## src/rtl/vc_sched_pkg.sv

```systemverilog
// Shared definitions for the virtual-channel scheduler: FSM encodings and size defaults.
package vc_sched_pkg;

    localparam int NUM_VC_DEF = 4;
    localparam int TH_W_DEF   = 5;

    typedef enum logic [2:0] {
        ST_RESET  = 3'd0,
        ST_INIT   = 3'd1,
        ST_IDLE   = 3'd2,
        ST_ACTIVE = 3'd3,
        ST_ERROR  = 3'd4
    } state_t;

endpackage

```

## src/rtl/vc_sched_rr_arbiter.sv

```systemverilog
// Four-way rotating-priority arbiter: grants the first requester at or after ptr, wrapping modulo 4.
module rr_arbiter
    import vc_sched_pkg::*;
(
    input  logic [3:0] request,
    input  logic [1:0] pointer,
    output logic [3:0] grant,
    output logic [1:0] grant_idx
);

    logic [1:0] cand;
    logic       found;

    always_comb begin
        grant     = '0;
        grant_idx = 2'd0;
        cand      = 2'd0;
        found     = 1'b0;
        for (int k = 0; k < 4; k++) begin
            cand = pointer + 2'(k);
            if (!found && request[cand]) begin
                found       = 1'b1;
                grant[cand] = 1'b1;
                grant_idx   = cand;
            end
        end
    end

endmodule

```

## src/rtl/vc_sched.sv

```systemverilog
// VC FIFO scheduler: control FSM, threshold latches and the one-cycle pop-to-push pipeline.
// Build option VC_SCHED_STRICT_PRIO_EN selects fixed priority (VC0 highest) instead of round-robin.
module vc_sched
    import vc_sched_pkg::*;
#(
    parameter int NUM_VC = NUM_VC_DEF,
    parameter int TH_W   = TH_W_DEF
) (
    input  logic              CLK,
    input  logic              reset,
    input  logic              init,
    input  logic [TH_W-1:0]   afull_th_in,
    input  logic [TH_W-1:0]   aempty_th_in,
    input  logic [NUM_VC-1:0] empty,
    input  logic              out_afull,
    input  logic [NUM_VC:0]   fifo_err,
    output logic [NUM_VC-1:0] pop,
    output logic              push_out,
    output logic [1:0]        sel,
    output logic [TH_W-1:0]   afull_th,
    output logic [TH_W-1:0]   aempty_th,
    output logic              idle,
    output logic              active,
    output logic              error,
    output logic [2:0]        state
);

    state_t      state_q, state_d;
    logic [3:0]  gnt;
    logic [1:0]  gnt_idx;
    logic        any_err;
    logic        granted;
    logic [1:0]  arb_ptr;

    assign any_err = |fifo_err;

`ifdef VC_SCHED_STRICT_PRIO_EN
    assign arb_ptr = 2'd0;
`else
    logic [1:0] rr_ptr;
    assign arb_ptr = rr_ptr;
`endif

    rr_arbiter u_arb (
        .request   (~empty),
        .pointer   (arb_ptr),
        .grant     (gnt),
        .grant_idx (gnt_idx)
    );

    // Pops are gated the same cycle out_afull rises; ERROR is covered by the state test.
    assign pop     = (state_q == ST_ACTIVE && !out_afull) ? gnt : '0;
    assign granted = |pop;

    always_comb begin
        state_d = state_q;
        case (state_q)
            ST_RESET:  state_d = ST_INIT;
            ST_INIT:   state_d = any_err ? ST_ERROR : (init ? ST_INIT : ST_IDLE);
            ST_IDLE: begin
                if (any_err)     state_d = ST_ERROR;
                else if (init)   state_d = ST_INIT;
                else if (~&empty) state_d = ST_ACTIVE;
            end
            ST_ACTIVE: begin
                if (any_err)     state_d = ST_ERROR;
                else if (init)   state_d = ST_INIT;
                else if (&empty) state_d = ST_IDLE;
            end
            ST_ERROR:  state_d = ST_ERROR;
            default:   state_d = ST_RESET;
        endcase
    end

    always_ff @(posedge CLK) begin
        if (!reset) state_q <= ST_RESET;
        else        state_q <= state_d;
    end

    // Pop stage to push stage: push_out/sel trail the pop by one cycle, independent of state.
    always_ff @(posedge CLK) begin
        if (!reset) begin
            push_out  <= 1'b0;
            sel       <= 2'd0;
            afull_th  <= '0;
            aempty_th <= '0;
        end else begin
            push_out <= granted;
            if (granted) sel <= gnt_idx;
            if (state_q == ST_INIT && init) begin
                afull_th  <= afull_th_in;
                aempty_th <= aempty_th_in;
            end
        end
    end

`ifndef VC_SCHED_STRICT_PRIO_EN
    always_ff @(posedge CLK) begin
        if (!reset)       rr_ptr <= 2'd0;
        else if (granted) rr_ptr <= gnt_idx + 2'd1;
    end
`endif

    assign idle   = (state_q == ST_IDLE);
    assign active = (state_q == ST_ACTIVE);
    assign error  = (state_q == ST_ERROR);
    assign state  = state_q;

endmodule

```

## config.mk

```make
export PLATFORM = sky130hd
export DESIGN_NAME = vc_sched
export DESIGN_NICKNAME = d
export VERILOG_FILES = /design/src/rtl/vc_sched_pkg.sv /design/src/rtl/vc_sched_rr_arbiter.sv /design/src/rtl/vc_sched.sv
export SDC_FILE = /design/constraint.sdc
export NUM_CORES = 1
export LEC_CHECK = 0
export ABC_AREA = 0
export BUFFER_PORTS_ARGS = -buffer_cell sky130_fd_sc_hd__buf_2
export CAP_MARGIN = 10
export CELL_PAD_IN_SITES_DETAIL_PLACEMENT = 1
export CELL_PAD_IN_SITES_GLOBAL_PLACEMENT = 1
export CORE_MARGIN = 2
export CORE_UTILIZATION = 38
export DETAILED_ROUTE_END_ITERATION = 7
export GPL_ROUTABILITY_DRIVEN = 1
export PLACE_DENSITY = 0.85
export SYNTH_ARGS = -nofsm -noshare
export SYNTH_HDL_FRONTEND = slang
export SYNTH_SLANG_ARGS = --single-unit
```

## constraint.sdc

```tcl
create_clock -name CLK -period 4.4 [get_ports CLK]
set_input_delay 0.22 -clock CLK [delete_from_list [all_inputs] [get_ports CLK]]
set_output_delay 0.22 -clock CLK [all_outputs]
set_load 0.01 [all_outputs]
```

==> run summary <==
Routed Antenna Nets: 0
Synth warnings: 0
Initial Util: 0.399
share of cells above drive strength 1: 0.302
switching power: 0.0994 mW
Slew Limit Fails: 0
Logic pwr share: 0.211
Post-synth EDFFs: 0
largest cells by area after synthesis: dfxtp_1, nand2_1, a21boi_0
post-DR wirelength/cell: 15.1 µm
Cell Pwr Density: 218 nW/µm²
Mapped Nets: 192
top-area cell type share of the netlist area: 0.268
largest net degree at the start of global routing: 22
Die ar.: 4020 µm²
Initial DRC Count: 88
Max Root-Sink Buffers: 2
Placement Setup Slack: 1.26 ns
Mapped Area: 1340 µm²
Rel. slew slack: 0.575
#FFs+latches synth: 18
post-route setup slack: 0.973 ns
Post-CTS Setup Bufs: 0
RD Place Congestion: 0.825
worst-margin pin slew: 0.637 ns
Flop pwr share: 0.499
post-CTS resize count: 0
clock transition at the registers of the reported paths: 0.11 ns
final hold vios: 0
post-DP HPWL: 2840 µm
HP Class: in2reg
Overflow after GRT: 0
async set-or-reset flop fraction in the synthesized netlist: 0
Int Pwr: 0.252 mW
min Tclk post-route: 3.43 ns
Final setup viols: 0
CTS root buffer: clkbuf_4
Max-Cap Viols: 0
status: complete, no violations
die height: 63.4 µm
highest-delay cell along the critical path: dfxtp_1
TritonCTS clock tree: done
synthesized instance count: 163
critical path class: reg2out
maximum fanout along the worst path: 18
Hold-fix buffers, CTS: 0
clock latency on the worst-skew pair: 0.29 ns
post-route core utilization: 0.479
Sink Count: 18
setup tns final: 0 ns
Antenna Cells: 0
Finished Layout Cells: 248
clock group share of total power: 0.289
first-pass GRT wire length: 6400 µm
Yosys cell types: 49
vias in the first global route: 1353
placed insts: 244
ys flop type: dfxtp_1
CTS HTree Levels: 1
# IOs: 46
top cell type by total area after synthesis: dfxtp_1
width of the die: 63.4 µm
critical path required time: 4.18 ns
worst path cell trace: inv_1, ha_1, mux2_2, nand3_1, nand2_2, a221o_1, o21ai_0, a21oi_1, buf_2
DR pass1 iterations: 4
TritonCTS Buffers: 3
initial antenna violation count: 0
syn_area_per_cell: 8.24 µm²
fill cell count: 446
skew final: 0.00493 ns
Worst setup SP type: flop
Final nets: 232
CP Data Arrival Time: 3.21 ns
Worst VDD drop: 114 µV
sequential share of the synthesized area: 0.268
synthesis-to-layout area growth: 19.9%
delay-heaviest family, CP: flip-flops
number of I/O port buffers: 45
f_max: 0.292 GHz
Core ar.: 3360 µm²
RSZ-0062 raised after global routing: false
GRT Resource Usage Total: 0.194
sw frac: 0.283
WL final: 3740 µm
crit end category: output port
CP Buf/Inv Count: 2
fin crit share: 0.779
vias per cell: 5.47
Static Leak: 0.667 nW
max incr delay on CP: 0.74 ns
remaining routing DRC violations: 0
Std-Cell Rows: 21
vias after detailed routing: 1356
==> sequential cells by signal, indices dropped and copies added (netlist names) <==
register / flops
afull_th: 5
aempty_th: 5
arb_ptr: 2
state: 3
sel: 2
push_out: 1
==> cell usage after synthesis (3+ instances only) <==
cell type and number:
nand2_1 35, a21oi_1 8, clkbuf_1 7, ha_1 6, a21boi_0 10, nor3_1 3
nand3_1 4, mux2i_1 7, nand4_1 3, dfxtp_1 18, nor2_1 8, o21ai_0 4
nand2b_1 3
==> worst paths after layout <==
| kind | from | to | slack, ns | depth (start not counted) |
|---|---|---|---|---|
| min | init | state[1] | 0.13 | 2 |
| max reg2reg | arb_ptr[0] | sel[0] | 1.22 | 8 |
| max | arb_ptr[0] | pop[3] | 0.97 | 9 |
| min reg2reg | aempty_th[2] | aempty_th[2] | 0.47 | 2 |
==> cell usage in the layout (no fill, tap or decap), types with 2 or more instances in the layout <==
| cell | instances |
|---|---|
| buf_2 | 45 |
| nand2_1 | 35 |
| dfxtp_1 | 18 |
| a21boi_0 | 10 |
| nor2_1 | 8 |
| a21oi_1 | 8 |
| mux2i_1 | 7 |
| ha_1 | 6 |
| nand3_1 | 4 |
| o21ai_0 | 4 |
| nand2b_1 | 3 |
| nor3_1 | 3 |
| nand4_1 | 3 |
| clkbuf_4 | 3 |
| inv_1 | 2 |
| nor3b_1 | 2 |
| and3b_1 | 2 |
| or4_1 | 2 |
| mux2_2 | 2 |
| nand2_2 | 2 |
| and2_1 | 2 |
| nand4bb_1 | 2 |
| o21a_1 | 2 |
==> power groups by stage <==
| stage | Sequential [mW] | Combinational [mW] | Clock, mW |
|---|---|---|---|
| floorplan | 0.182 | 0.0432 | 0 |
| global route | 0.177 | 0.0829 | 0.112 |
| detailed placement | 0.179 | 0.0741 | 0 |
| global placement | 0.179 | 0.0701 | 0 |
| finish | 0.176 | 0.0744 | 0.102 |
| CTS | 0.176 | 0.0745 | 0.106 |
==> worst register-to-register path, stage by stage, from the launching register on <==
cell	delay (ns)
dfxtp_1	0.74
inv_1	0.32
ha_1	0.55
mux2_2	0.42
mux2i_4	0.23
nand2_1	0.12
a31o_1	0.26
a41oi_4	0.26
mux2i_1	0.23
==> per-layer routing <==
metal / global-route usage / up-vias / wire [µm]
li1: - / 667 / -
met1: 0.267 / 649 / 1700
met2: 0.312 / 36 / 1850
met3: 0.0250 / 4 / 136
met4: 0.0652 / 0 / 47
met5: 0 / - / 0
==> area by class of cell <==
class	count	area [µm²]	area share
clock buffers	4	36.3	0.0225
inverters	4	17.5	0.0109
multi-input cells	130	906	0.563
flip-flops and latches	18	360	0.224
well taps	46	57.6	0.0357
repair buffers	46	233	0.145
==> per-stage QoR <==
| step | hold WS [ns] | cell area, µm² | power, mW |
|---|---|---|---|
| 2_1_floorplan | 0.297 | 1340 | 0.225 |
| 3_3_place_gp | 0.437 | 1570 | 0.249 |
| 5_1_grt | 0.123 | 1610 | 0.372 |
| 3_5_place_dp | 0.443 | 1570 | 0.253 |
| 6_report | 0.133 | 1610 | 0.352 |
| 4_1_cts | 0.114 | 1610 | 0.357 |
==> logic make-up after synthesis <==
kind of cell | after synthesis | share of synthesized area
and+or+nand+nor | 72 | 0.272
AOI/OAI and AO/OA | 39 | 0.218
DFF | 18 | 0.268
xor gates and xnor gates | 1 | 0.00652
adders and majority gates | 6 | 0.0559
muxes | 12 | 0.122
buffers and inverters | 15 | 0.0569
No activity file was read; power rests on OpenSTA's default activity.
